[src/rtl/cpc_rom_bus_initiator.sv]
// cpc_rom_bus_initiator
//
// Bus-side initiator for the six-ROM expansion. A host request selects an
// upper ROM with an I/O write to the ROM-select port, then reads one byte with
// ROMEN* asserted and reports whether the expansion claimed the read (ROMDIS).
// The select write is skipped when the requested ROM is already the cached
// selection, unless force_sel is set with the request.
//
// Parameters
//   WAIT_CYCLES   TW clocks inserted in each bus cycle (0..15)
//   SEL_PORT      address driven during the ROM-select I/O write
//
// Ports
//   clk, reset          system clock, synchronous active-high reset
//   req, force_sel      start request (taken only when idle), force select write
//   rom_num, addr       ROM number and read address, captured on acceptance
//   busy, done          transaction in progress, one-clock completion pulse
//   rd_data, no_rom     sampled read byte and "romdis was low", held until next done
//   bus_adr             CPC address bus
//   bus_data_out/_oe    write data and its drive enable
//   bus_data_in         read data from the bus
//   ioreq_b, mreq_b, rd_b, wr_b, romen_b   active-low bus strobes
//   romdis              expansion claims the ROM read
//
// state  | meaning
// IDLE   | waiting for req
// IO_T1  | select port and ROM number on the bus, strobes high
// IO_T2  | IORQ*/WR* asserted
// IO_TW  | IORQ*/WR* held for the wait clocks
// IO_T3  | strobes released, data held (expansion latches here)
// MR_T1  | read address on the bus, strobes high
// MR_T2  | MREQ*/RD* (and ROMEN* for ROM space) asserted
// MR_TW  | read strobes held for the wait clocks
// MR_T3  | strobes released, read byte captured on entry
// DONE   | done pulse, then back to IDLE
module cpc_rom_bus_initiator #(
  parameter int unsigned WAIT_CYCLES = 1,
  parameter logic [15:0] SEL_PORT    = 16'hDF00
) (
  input  logic        clk,
  input  logic        reset,
  input  logic        req,
  input  logic        force_sel,
  input  logic [7:0]  rom_num,
  input  logic [15:0] addr,
  output logic        busy,
  output logic        done,
  output logic [7:0]  rd_data,
  output logic        no_rom,
  output logic [15:0] bus_adr,
  output logic [7:0]  bus_data_out,
  output logic        bus_data_oe,
  input  logic [7:0]  bus_data_in,
  output logic        ioreq_b,
  output logic        mreq_b,
  output logic        rd_b,
  output logic        wr_b,
  output logic        romen_b,
  input  logic        romdis
);

  typedef enum logic [3:0] {
    IDLE, IO_T1, IO_T2, IO_TW, IO_T3, MR_T1, MR_T2, MR_TW, MR_T3, DONE
  } state_t;

  localparam bit         HAS_WAIT  = (WAIT_CYCLES != 0);
  // The wait counter counts down to zero, so it is loaded with one less
  // than the number of TW clocks.
  localparam logic [3:0] WAIT_LOAD = HAS_WAIT ? 4'(WAIT_CYCLES - 1) : 4'd0;

  state_t      state, state_nxt;
  logic [3:0]  wait_q, wait_nxt;
  logic [7:0]  rom_q, rom_nxt;
  logic [15:0] addr_q, addr_nxt;
  logic [7:0]  cache_q;
  logic        cache_vld;

  logic [15:0] bus_adr_nxt;
  logic [7:0]  bus_data_out_nxt;
  logic        bus_data_oe_nxt;
  logic        ioreq_b_nxt, mreq_b_nxt, rd_b_nxt, wr_b_nxt, romen_b_nxt;
  logic        rom_space;

  always_comb begin
    state_nxt = state;
    wait_nxt  = wait_q;
    rom_nxt   = rom_q;
    addr_nxt  = addr_q;
    unique case (state)
      IDLE: begin
        if (req) begin
          rom_nxt  = rom_num;
          addr_nxt = addr;
          if (!cache_vld || (cache_q != rom_num) || force_sel) state_nxt = IO_T1;
          else                                                  state_nxt = MR_T1;
        end
      end
      IO_T1: state_nxt = IO_T2;
      IO_T2: begin
        if (HAS_WAIT) begin
          state_nxt = IO_TW;
          wait_nxt  = WAIT_LOAD;
        end else begin
          state_nxt = IO_T3;
        end
      end
      IO_TW: begin
        if (wait_q == 4'd0) state_nxt = IO_T3;
        else                wait_nxt  = wait_q - 4'd1;
      end
      IO_T3: state_nxt = MR_T1;
      MR_T1: state_nxt = MR_T2;
      MR_T2: begin
        if (HAS_WAIT) begin
          state_nxt = MR_TW;
          wait_nxt  = WAIT_LOAD;
        end else begin
          state_nxt = MR_T3;
        end
      end
      MR_TW: begin
        if (wait_q == 4'd0) state_nxt = MR_T3;
        else                wait_nxt  = wait_q - 4'd1;
      end
      MR_T3: state_nxt = DONE;
      DONE:  state_nxt = IDLE;
      default: state_nxt = IDLE;
    endcase
  end

  // Bus pins are decoded from the next state and registered, so they change
  // cleanly on the same edge as the state register.
  always_comb begin
    bus_adr_nxt      = bus_adr;
    bus_data_out_nxt = bus_data_out;
    bus_data_oe_nxt  = 1'b0;
    ioreq_b_nxt      = 1'b1;
    mreq_b_nxt       = 1'b1;
    rd_b_nxt         = 1'b1;
    wr_b_nxt         = 1'b1;
    romen_b_nxt      = 1'b1;
    rom_space        = (addr_nxt[15:14] == 2'b00) || (addr_nxt[15:14] == 2'b11);
    unique case (state_nxt)
      IO_T1, IO_T3: begin
        bus_adr_nxt      = SEL_PORT;
        bus_data_out_nxt = rom_nxt;
        bus_data_oe_nxt  = 1'b1;
      end
      IO_T2, IO_TW: begin
        bus_adr_nxt      = SEL_PORT;
        bus_data_out_nxt = rom_nxt;
        bus_data_oe_nxt  = 1'b1;
        ioreq_b_nxt      = 1'b0;
        wr_b_nxt         = 1'b0;
      end
      MR_T1, MR_T3: begin
        bus_adr_nxt = addr_nxt;
      end
      MR_T2, MR_TW: begin
        bus_adr_nxt = addr_nxt;
        mreq_b_nxt  = 1'b0;
        rd_b_nxt    = 1'b0;
        romen_b_nxt = !rom_space;
      end
      default: ;
    endcase
  end

  always_ff @(posedge clk) begin
    if (reset) begin
      state        <= IDLE;
      wait_q       <= 4'd0;
      rom_q        <= 8'd0;
      addr_q       <= 16'd0;
      cache_q      <= 8'd0;
      cache_vld    <= 1'b0;
      busy         <= 1'b0;
      done         <= 1'b0;
      rd_data      <= 8'd0;
      no_rom       <= 1'b0;
      bus_adr      <= 16'd0;
      bus_data_out <= 8'd0;
      bus_data_oe  <= 1'b0;
      ioreq_b      <= 1'b1;
      mreq_b       <= 1'b1;
      rd_b         <= 1'b1;
      wr_b         <= 1'b1;
      romen_b      <= 1'b1;
    end else begin
      state        <= state_nxt;
      wait_q       <= wait_nxt;
      rom_q        <= rom_nxt;
      addr_q       <= addr_nxt;
      busy         <= (state_nxt != IDLE);
      done         <= (state_nxt == DONE);
      bus_adr      <= bus_adr_nxt;
      bus_data_out <= bus_data_out_nxt;
      bus_data_oe  <= bus_data_oe_nxt;
      ioreq_b      <= ioreq_b_nxt;
      mreq_b       <= mreq_b_nxt;
      rd_b         <= rd_b_nxt;
      wr_b         <= wr_b_nxt;
      romen_b      <= romen_b_nxt;
      // The selection only becomes trustworthy once the latch edge in IO_T3
      // has been delivered; an interrupted write leaves the cache invalid.
      if (state == IO_T3) begin
        cache_q   <= rom_q;
        cache_vld <= 1'b1;
      end
      if (state_nxt == MR_T3 && state != MR_T3) begin
        rd_data <= bus_data_in;
        no_rom  <= !romdis;
      end
    end
  end

endmodule

[config.mk]
export PLATFORM = sky130hd
export DESIGN_NAME = cpc_rom_bus_initiator
export DESIGN_NICKNAME = d
export VERILOG_FILES = /design/src/rtl/cpc_rom_bus_initiator.sv
export SDC_FILE = /design/constraint.sdc
export NUM_CORES = 1
export LEC_CHECK = 0
export BUFFER_PORTS_ARGS = -buffer_cell sky130_fd_sc_hd__buf_2
export CAP_MARGIN = 20
export CORE_MARGIN = 2
export CORE_UTILIZATION = 56
export DETAILED_ROUTE_END_ITERATION = 8
export PLACE_DENSITY = 0.81
export SYNTH_ARGS = -nofsm -noshare
export SYNTH_HDL_FRONTEND = slang
export SYNTH_SLANG_ARGS = --single-unit
[constraint.sdc]
create_clock -name clk -period 3 [get_ports clk]
set_input_delay 0.15 -clock clk [delete_from_list [all_inputs] [get_ports clk]]
set_output_delay 0.15 -clock clk [all_outputs]
set_load 0.05 [all_outputs]
== Word-level counts from Yosys, hierarchy flattened ==
Cells that the tools add are included.

* Register bits after elaboration: 80
* Input bits: 37
* Word-level logic and storage cells: 75

* $add $sub $neg: 1
* Eq/ne operators: 21
* Muxes and demuxes: 15
* Bitwise logic cells: 1
* Reduce and logical (&&, ||, !) cells: 21

{| class="wikitable"
|+ Operator list
! kind !! number
|-
| $pmux 4 s9 || 1
|-
| $eq 4x3->1 const B || 8
|-
| $mux 16 || 2
|-
| $pmux 16 s2 || 1
|-
| $eq 4x2->1 const B || 4
|-
| $mux 4 || 4
|-
| $mux 8 || 2
|-
| $eq 4x4->1 const B || 3
|-
| $reduce_or 2->1 || 5
|-
| $eq 4x1->1 const B || 2
|-
| $logic_not 4->1 || 2
|-
| $ne 8x8->1 || 1
|-
| $pmux 4 s2 || 1
|-
| $reduce_or 4->1 || 2
|-
| $ne 4x4->1 const B || 1
|-
| $reduce_bool 2->1 || 2
|-
| $reduce_bool 4->1 || 1
|-
| $sub 4x1->4 const B || 1
|-
| $logic_not 1->1 || 3
|-
| $logic_or 1x1->1 || 3
|-
| $mux 1 || 3
|-
| $mux 3 || 1
|-
| $eq 2x2->1 const B || 1
|-
| $logic_not 2->1 || 1
|-
| other kinds (4) || 4
|}

== Depth between registers and ports, before layout ==
* Depth in word-level cells: 10
* Depth in mapped cells: 8
* Depth with buffers taken out: 7

== Worst setup path after synthesis ==
No wires, ideal clock.

* Path type: reg-to-reg
* Start: register state[2]
* End: register bus_data_out[0]
* Arrival: 1.480 ns
* Data required time: 2.879 ns
* Path slack: 1.399 ns
* Cell stages (with the launch flop): 9
* Buffers on the path: 3
* Period minus slack after synthesis: 1.601 ns
* Cells stage by stage: dfxtp_1 -> buf_6 -> nor2_4 -> and3_1 -> buf_4 -> nand4_2 -> nor2b_4 -> buf_6 -> mux2_4

* Cells in the longest elaborated chain, start to end: 4
* Elaborated cells between the ends (all ways): 19

{| class="wikitable"
|+ Ends and longest elaborated chain
! item !! RTL line !! source
|-
| from (decl) || 71 || <nowiki>state_t state, state_nxt;</nowiki>
|-
| from (signal assigned) || 190 || <nowiki>state <= state_nxt;</nowiki>
|-
| $eq 4x4->1, or another cell as far along || 89 || <nowiki>unique case (state)</nowiki>
|-
| $pmux 4 s9 || 89 ||
|-
| $eq 4x2->1, or another cell as far along || 143 || <nowiki>unique case (state_nxt)</nowiki>
|-
| $reduce_or 4->1 (no source line) || - ||
|-
| to (signal assigned) || 197 || <nowiki>bus_data_out <= bus_data_out_nxt;</nowiki>
|-
| to (decl) || 51 || <nowiki>output logic [7:0] bus_data_out,</nowiki>
|}

Several ways; a longest one is shown, not always the timed one.
A chain may end at the register's enable or synchronous reset.

== Worst setup path in the final report ==
* Start: register cache_q[4]
* End: register bus_adr[12]

* Cells in the longest elaborated chain, start to end: 9
* Elaborated cells between the ends (all ways): 18

{| class="wikitable"
|+ Ends and longest elaborated chain
! item !! RTL line !! source
|-
| from (decl) || 75 || <nowiki>logic [7:0] cache_q;</nowiki>
|-
| from (signal assigned) || 207 || <nowiki>cache_q <= rom_q;</nowiki>
|-
| $ne 8x8->1 * || 94 || <nowiki>if (!cache_vld || (cache_q != rom_num) || force_sel) state_nxt = IO_T1;</nowiki>
|-
| $logic_or 1x1->1 * (2 in a row) || 94 ||
|-
| $mux 3 * || 94 ||
|-
| $mux 4 * || 91 || <nowiki>if (req) begin</nowiki>
|-
| $pmux 4 s9 * || 89 ||
|-
| $eq 4x4->1, or another cell as far along || 143 ||
|-
| $reduce_or 4->1 (no source line) || - ||
|-
| $pmux 16 s2 / $reduce_bool 2->1 (equally long branches) || - ||
|-
| to (signal assigned) || 196 || <nowiki>bus_adr <= bus_adr_nxt;</nowiki>
|-
| to (decl) || 50 || <nowiki>output logic [15:0] bus_adr,</nowiki>
|}

Mark *: on every way between the ends. The rest lies on a longest branch, timed or not.

==> impl_metrics.csv <==
group,metric,value,unit
global_route,grt_pass1_vias,2369,
route,wl,6420,um
critical_path,crit_path_max_fanout,16,
placed_design,gp_congestion,0.788,
critical_path,critPathLaunchType,"flip-flop",
cts,htreeDepth,3,
critical_path,worstPathArrival,2.27,ns
route,detail-route-antenna-nets,0,
status,status,"complete, no violations",
sta,grt_setup_unrepaired,"no",
cts,ctsResizeCount,0,
synth,synth_nets,370,
cts,path_clk_slew,0.08,ns
pwr,power.switching,0.641,mW
route,wl_per_cell,13.5,um
floorplan,die_area,6180,sq um
global_route,grt_first_pass_wirelength,10500,um
synth,yosys_warnings,0,
pwr,vdd_drop_max,405,uV
sta,fmax,0.482,GHz
sta,timing.setup.tns,0,ns
cts,cts.sinks,80,
critical_path,path_class,"reg2reg",
route,drc_errors,0,
pwr,pwr-share-comb,0.149,
pwr,sequentialPowerShare,0.486,
synth,syn_inst,332,
sta,hold_viol_final,0,
cts,numCtsBuffers,9,
global_route,grt_max_degree,38,
sta,layout_setup_ws,0.925,ns
finish,diodes,0,
critical_path,worstPathCellList,"xor2_1, nor4_2, nand4_2, nand2_1, a211oi_1",
sta,slew_viol_final,0,
finish,fin_nets,439,
cts,cts_tree,"built",
placed_design,place_ws,0.954,ns
route,viasPerCell,5.23,
cts,cts_buffer_depth,2,
sta,worst_pin_slew,0.693,ns
pwr,p_int,1.71,mW
finish,areaGrowthSynthToFinish,19.0,%
pwr,switching_share,0.272,
sta,fin_crit_sh,0.692,
synth,syn_avg_cell_area,9.40,sq um
global_route,grt_antenna_before_repair,0,
route,drtIter0Drc,92,
cts,clk_latency,0.35,ns
synth,synthDistinctLibCells,37,
critical_path,cp.required,3.20,ns
sta,relSlewSlack,0.538,
critical_path,cpPeakStageDelay,0.56,ns
finish,drive_above_1_share,0.294,
global_route,grtUsageTotal,0.216,
critical_path,cp-end-kind,"flip-flop",
cts,post-cts-setup-buffer-count,0,
placed_design,port_buffers,77,
pwr,pwr-share-clk,0.365,
floorplan,fp-row-count,27,
pwr,cellLeakagePower,1.71,nW
sta,finClkSkew,0.0106,ns
synth,yosysSeqAreaShare,0.513,
floorplan,fp.dieW,78.6,um
finish,num-fill-cells,437,
min_path,hold_class,"in2reg",
placed_design,dp_hpwl,4470,um
synth,syn-cell-area,3120,sq um
cts,cts_root_buf,"clkbuf_8",
sta,setup_viol,0,
floorplan,start_util,0.573,
floorplan,dieHeight,78.6,um
floorplan,io_pins,78,
cts,hold_buffers,0,
global_route,overflow,0,
sta,period_needed,2.07,ns
route,via_count,2493,
critical_path,critPathSlowestCell,"nand2_1",
synth,ys_ff_latch,80,
job,drv_cap,0,
route,dr.pass1.iters,4,
floorplan,core,5440,sq um
pwr,powerDensity,634,nW/um^2
-- metrics by stage --
stage / instances / power, mW / cell area, sq um / utilization / hold slack [ns]
6_report: 477 / 2.35 / 3710 / 0.682 / 0.0347
3_3_place_gp: 462 / 1.51 / 3490 / 0.642 / 0.381
2_1_floorplan: 332 / 1.44 / 3120 / - / 0.294
4_1_cts: 477 / 2.37 / 3710 / 0.682 / 0.0279
3_5_place_dp: 462 / 1.52 / 3490 / 0.642 / 0.387
5_1_grt: 477 / 2.44 / 3710 / 0.682 / 0.0404
-- synthesized netlist by cell type --
| cell | number | area share |
|---|---|---|
| a211oi_1 | 7 | 0.017 |
| a21bo_2 | 9 | 0.029 |
| a21oi_1 | 31 | 0.050 |
| a22oi_1 | 1 | 0.0024 |
| and3_1 | 2 | 0.0040 |
| and4b_1 | 1 | 0.0032 |
| buf_1 | 2 | 0.0024 |
| buf_2 | 7 | 0.011 |
| buf_4 | 4 | 0.0096 |
| buf_6 | 2 | 0.0072 |
| clkbuf_1 | 6 | 0.0072 |
| dfxtp_1 | 80 | 0.51 |
| ha_1 | 1 | 0.0040 |
| inv_1 | 3 | 0.0036 |
| mux2_4 | 8 | 0.039 |
| mux2i_1 | 15 | 0.048 |
| nand2_1 | 56 | 0.067 |
| nand2b_1 | 1 | 0.0020 |
| nand3_1 | 3 | 0.0048 |
| nand4_1 | 10 | 0.020 |
| nand4_2 | 1 | 0.0040 |
| nor2_1 | 35 | 0.042 |
| nor2_2 | 2 | 0.0040 |
| nor2_4 | 1 | 0.0036 |
| nor2b_1 | 13 | 0.026 |
| nor2b_4 | 1 | 0.0044 |
| nor3_1 | 3 | 0.0048 |
| nor3b_1 | 3 | 0.0072 |
| nor4_1 | 4 | 0.0080 |
| nor4_2 | 1 | 0.0040 |
| o21a_1 | 2 | 0.0048 |
| o21ai_0 | 4 | 0.0064 |
| o21ai_2 | 1 | 0.0028 |
| or2_1 | 1 | 0.0020 |
| or3b_2 | 1 | 0.0028 |
| xnor2_1 | 2 | 0.0056 |
| xor2_1 | 8 | 0.022 |
-- layout make-up --
class	instances	area [sq um]	area share
clock buffer	10	138	0.0371
sequential	80	1600	0.432
timing repair buffer	79	400	0.108
tap	72	90.1	0.0243
inverter	3	11.3	0.00303
clock inverter	5	81.3	0.0219
multi-input combinational	228	1390	0.374
-- per-layer routing --
metal	global-route usage	vias up	routed length, um	share of wire
li1	-	1255	-	-
met1	0.269	1157	2900	0.45
met2	0.346	72	3050	0.47
met3	0.0575	9	379	0.059
met4	0.105	0	92	0.014
met5	0	-	0	0
-- power groups by stage --
| stage | combinational, mW | clock (mW) | sequential, mW |
|---|---|---|---|
| global placement | 0.345 | 0 | 1.17 |
| global route | 0.381 | 0.912 | 1.15 |
| floorplan | 0.180 | 0 | 1.26 |
| detailed placement | 0.350 | 0 | 1.17 |
| finish | 0.350 | 0.859 | 1.15 |
| CTS | 0.352 | 0.870 | 1.15 |
-- layout by cell type (no fill, tap or decap), drive strengths merged, types with 5 or more instances in the layout --
master	n
nor2b	14
nand2	56
mux2i	15
nor4	5
a21oi	31
buf	79
o21ai	5
a21bo	9
a211oi	7
clkbuf	10
nor2	38
dfxtp	80
mux2	8
nand4	11
xor2	8
-- state kept, by name, summed over array words and instances, names as in the netlist, 4 cells and up --
| name | flops |
|---|---|
| state | 4 |
| rd_data | 8 |
| bus_adr | 16 |
| wait_q | 4 |
| rom_q | 8 |
| bus_data_out | 8 |
| cache_q | 8 |
| addr_q | 16 |
-- final timing paths --
check / from / end / slack [ns] / cells after the start
max: cache_q[4]$_SDFFE_PP0P_ / bus_adr[12]$_SDFFE_PP0P_ / 0.93 / 5
min: bus_data_in[3] / rd_data[3]$_SDFFE_PP0P_ / 0.03 / 3
max reg2reg: cache_q[4]$_SDFFE_PP0P_ / bus_adr[12]$_SDFFE_PP0P_ / 0.93 / 5
min reg2reg: rom_q[1]$_SDFF_PP0_ / cache_q[1]$_SDFFE_PP0P_ / 0.46 / 2
-- critical path, delay by kind of cell, from the launching register on --
family / cells / cell delay [ns]
AOI/OAI and AO/OA: 1 / 0.18
xor gates and xnor gates: 1 / 0.16
DFF: 1 / 0.32
and+or+nand+nor: 3 / 1.26
-- logic make-up (layout without fill, tap and decap cells) --
kind of cell / count (synthesis) / after routing / synth area share
adder cells (fa/ha/maj): 1 / 1 / 0.00401
XOR/XNOR: 10 / 10 / 0.0281
buffers and inverters: 24 / 97 / 0.0413
AND/OR/NAND/NOR: 139 / 139 / 0.215
multiplexers: 23 / 23 / 0.0866
flip-flops: 80 / 80 / 0.513
AO/OA/AOI/OAI: 55 / 55 / 0.112
Note: power is estimated with default switching activity, not from simulation.
